File: config.mk
export PLATFORM = sky130hd
export DESIGN_NAME = bram_sample_writer
export DESIGN_NICKNAME = d
export VERILOG_FILES = /design/src/rtl/bram_sample_writer.sv
export SDC_FILE = /design/constraint.sdc
export NUM_CORES = 1
export LEC_CHECK = 0
export CORE_MARGIN = 4
export CORE_UTILIZATION = 42
export CTS_CLUSTER_SIZE = 20
export DETAILED_ROUTE_END_ITERATION = 6
export GPL_TIMING_DRIVEN = 0
export PLACE_DENSITY = 0.86
export REMOVE_ABC_BUFFERS = 1
export SYNTH_ARGS = -nofsm -noshare
export SYNTH_HDL_FRONTEND = slang
export SYNTH_SLANG_ARGS = --single-unit
File: constraint.sdc
create_clock -name clk -period 1.8 [get_ports clk]
set_input_delay 0.18 -clock clk [delete_from_list [all_inputs] [get_ports clk]]
set_output_delay 0.18 -clock clk [all_outputs]
set_load 0.01 [all_outputs]
File: src/rtl/bram_sample_writer.sv
// Packs pairs of 16-bit RX samples into 32-bit words and writes them into a
// two-half ping-pong capture BRAM, pulsing block_done as each half fills.
module bram_sample_writer #(
    parameter int HALF_WORDS = 2048,
    parameter int HALF_BIT   = 13
) (
    input  logic        clk,
    input  logic        rst,
    input  logic        hab,
    input  logic [15:0] s_data,
    input  logic        s_valid,
    output logic        s_ready,
    output logic [31:0] bram_addr,
    output logic [31:0] bram_din,
    output logic        bram_en,
    output logic [3:0]  bram_we,
    output logic        block_done,
    output logic        bank,
    output logic        overflow
);

    localparam int AW = HALF_BIT + 1;
    localparam logic [HALF_BIT-3:0] LAST_IDX = (HALF_BIT - 2)'(HALF_WORDS - 1);

    typedef enum logic [1:0] {IDLE, LO, HI, WRITE} state_t;

    state_t          state_q, state_d;
    logic [AW-1:0]   addr_q, addr_d;
    logic [31:0]     din_q, din_d;
    logic            ready_q, ready_d;
    logic            en_q, en_d;
    logic [3:0]      we_q, we_d;
    logic            done_q, done_d;
    logic            bank_q, bank_d;
    logic            ovf_q, ovf_d;
    logic            accept;

    assign accept = s_valid && ready_q;

    always_comb begin
        state_d = state_q;
        addr_d  = addr_q;
        din_d   = din_q;
        en_d    = 1'b0;
        we_d    = 4'h0;
        done_d  = 1'b0;
        bank_d  = bank_q;
        ovf_d   = ovf_q;

        case (state_q)
            IDLE: begin
                if (!hab) state_d = LO;
            end
            LO: begin
                if (hab) begin
                    state_d = IDLE;
                end else if (accept) begin
                    din_d[15:0] = s_data;
                    state_d     = HI;
                end
            end
            HI: begin
                if (hab) begin
                    state_d = IDLE;
                end else if (accept) begin
                    din_d[31:16] = s_data;
                    state_d      = WRITE;
                end
            end
            WRITE: begin
                // Write strobes are registered, so the BRAM sees them one cycle later.
                en_d    = 1'b1;
                we_d    = 4'hF;
                state_d = hab ? IDLE : LO;
                if (s_valid) ovf_d = 1'b1;
            end
            default: state_d = IDLE;
        endcase

        // The address advances on the edge that completes the strobed write.
        if (en_q) begin
            addr_d = addr_q + AW'(4);
            if (addr_q[HALF_BIT-1:2] == LAST_IDX) begin
                done_d = 1'b1;
                bank_d = addr_q[HALF_BIT];
            end
        end

        ready_d = (state_d == LO) || (state_d == HI);
    end

    always_ff @(posedge clk or posedge rst) begin
        if (rst) begin
            state_q <= IDLE;
            addr_q  <= '0;
            din_q   <= '0;
            ready_q <= 1'b0;
            en_q    <= 1'b0;
            we_q    <= 4'h0;
            done_q  <= 1'b0;
            bank_q  <= 1'b0;
            ovf_q   <= 1'b0;
        end else begin
            state_q <= state_d;
            addr_q  <= addr_d;
            din_q   <= din_d;
            ready_q <= ready_d;
            en_q    <= en_d;
            we_q    <= we_d;
            done_q  <= done_d;
            bank_q  <= bank_d;
            ovf_q   <= ovf_d;
        end
    end

    assign s_ready    = ready_q;
    assign bram_addr  = {{(32 - AW){1'b0}}, addr_q};
    assign bram_din   = din_q;
    assign bram_en    = en_q;
    assign bram_we    = we_q;
    assign block_done = done_q;
    assign bank       = bank_q;
    assign overflow   = ovf_q;

endmodule

==> summary.txt, run 1 <==
status: complete, no violations
Final Hold Violating Endpoints: 0
routability cong.: 0.739
crit path DAT: 1.51 ns
Setup crit start kind: flip-flop
ant diodes: 0
DR vias: 1399
clk_skew: 0.00628 ns
I/O Pins: 93
CTS Root Cell: clkbuf_8
maxcap violations: 0
CP max FO: 11
CTS tree: done
Seq/Total Area, Yosys: 57.7%
Syn Inst Count: 157
commonest cells after routing, fill and taps aside: clkdlybuf4s50_1 (72), dfrtp_1 (51), mux2_2 (33)
fin crit share: 93.7%
initial antenna violation count: 0
Synth-to-Final Area Change: 38.0%
Final Cell Area: 3050 um^2
first-pass GRT wire length: 6.69 mm
Max Transition Viols Final: 0
FMAX: 593 MHz
WL final: 4.11 mm
Worst-path clk slew: 0.09 ns
global route overflow: 0
iteration-0 DRC count of the detailed router: 16
final setup vio count: 0
CTS H-tree depth: 2
die footprint: 6490 um^2
CP top delay family: buffers and inverters
worst min-delay path class: input port to async pin
clk buf depth: 2
WS Path Type: flip-flop to output port
FP Rows: 26
register bit total from synthesis: 51
Placeable Area: 5110 um^2
Worst-Skew Late Latency: 0.29 ns
min Tclk post-route: 1.69 ns
layout cells sized above 1: 21.9%
DP Wirelength: 3.05 mm
Critical path origin: bram_we[2]
RSZ-0062 raised after global routing: no
dpl cell area: 2910 um^2
Lkg Pwr: 0.00138 uW
Num CTS Buffers: 5
placed cells: 293
Vias/cell: 4.62
Die Y: 80.6 um
Die W: 80.6 um
Buf/Inv on CP: 1
synth warn: 0
# clock sinks: 51
FF-to-FF Start: bram_we[2]
vias in the first global route: 1434
Residual DRC: 0
Worst path max stage delay: 0.62 ns
Required @ worst endpoint: 1.62 ns
element type at the critical path end: output port
Synth cell types: 28
Filler Cells Inserted: 411
maximum vdd drop: 0.000579 V
commonest non-fill, non-tap cell in the layout: clkdlybuf4s50_1
critical path cell sequence: clkdlybuf4s50_1
Port Buffers: 72
WL/cell: 13.6 um
synthesized area: 2210 um^2
largest net degree at the start of global routing: 37
Final Non-Filler Cells: 303
Syn Area/Cell: 14.1 um^2
drt pass-1 iters: 2
Nets: 253
Final ANT Viol Nets: 0
pwr dens: 975 nW/um^2
GRT Util Overall: 13.4%
Initial Util: 43.3%
CP max-delay cell: clkdlybuf4s50_1
Fin Hold WS: 0.182 ns
power by group:
part | internal [uW] | switching (uW) | leakage (uW) | total, uW
registers | 1330 | 134 | 0.000663 | 1470
logic | 498 | 313 | 0.000663 | 811
clock network | 350 | 350 | 0.0000505 | 700
synthesized netlist by cell type (all sizes together):
library cell	instances	area (um^2)
buf	26	203
o21bai	1	7.51
and2	1	6.26
conb	1	3.75
dfrtp	51	1280
nand2	5	21.3
xor2	6	52.6
nor2	2	7.51
mux2	34	383
nor3	6	52.6
a21o	1	7.51
nor4	3	33.8
ha	1	12.5
a211oi	1	7.51
nand3	1	5.00
xnor2	5	43.8
nand2b	2	20.0
inv	4	15.0
nor2b	1	6.26
a31oi	1	6.26
nand4	4	40.0
sequential cells by signal, summed over array words and instances (netlist names):
| signal | flops |
|---|---|
| bram_we | 1 |
| bram_din | 32 |
| addr_q | 12 |
| overflow | 1 |
| bank | 1 |
| state_q | 2 |
| block_done | 1 |
| s_ready | 1 |
cell families after synthesis:
family / after synthesis / share of synthesized area, %
AOI/OAI and AO/OA: 4 / 1.30
xor gates and xnor gates: 11 / 4.36
adders and majority gates: 1 / 0.566
buffers and inverters: 30 / 9.85
DFF: 51 / 57.7
muxes: 34 / 17.3
other: 1 / 0.170
and+or+nand+nor: 25 / 8.72
stage by stage:
step                      total power, uW  setup TNS [ns]  worst slack (ns)  utilization, %
final                                2980               0             0.114            59.8
after global routing                 3170               0            0.0248            59.8
after CTS                            3030               0            0.0897            59.8
after detailed placement             2310          -10.74            -0.390            56.9
after global placement               2280          -38.83            -0.572            56.5
after floorplan                      1810               0            0.0633               -
routing by layer:
layer	track usage, %	routed length (um)	vias to the layer above
li1	-	-	644
met1	15.5	1690	686
met2	22.2	1920	63
met3	6.05	455	6
met4	4.05	46	0
met5	0	0	-
path summary, 6_finish.rpt:
check	endpoint	slack [ns]	cells after the start
setup / recovery	bram_we[3]	0.11	1
hold / removal	addr_q[6]	0.18	2
setup reg to reg	bank	0.22	3
hold reg to reg	overflow	0.47	1
max in group asynchronous	bram_din[26]	1.12	3
min in group clk	overflow	0.47	1
final cells by class:
class | instances | area (um^2) | share of cell area, %
clock buffers | 7 | 96.3 | 3.16
clock inverters | 1 | 7.51 | 0.246
inverters | 4 | 15.0 | 0.492
multi-input cells | 95 | 788 | 25.8
flip-flops and latches | 51 | 1280 | 41.8
well taps | 70 | 87.6 | 2.87
repair buffers | 75 | 781 | 25.6
repair_timing:
item	4_1_cts	5_1_grt
hold buffers	0	0
setup endpoints to repair	32	0
setup buffers	2	0
gates resized for setup	0	0
Power figures use the tool's default switching activity.
==> run 2, diff against run 1 <==
- HOLD_SLACK_MARGIN: unset -> 0.06
==> results of run 2 <==
The final DEF is identical to that of run 1; final timing and power are the same.
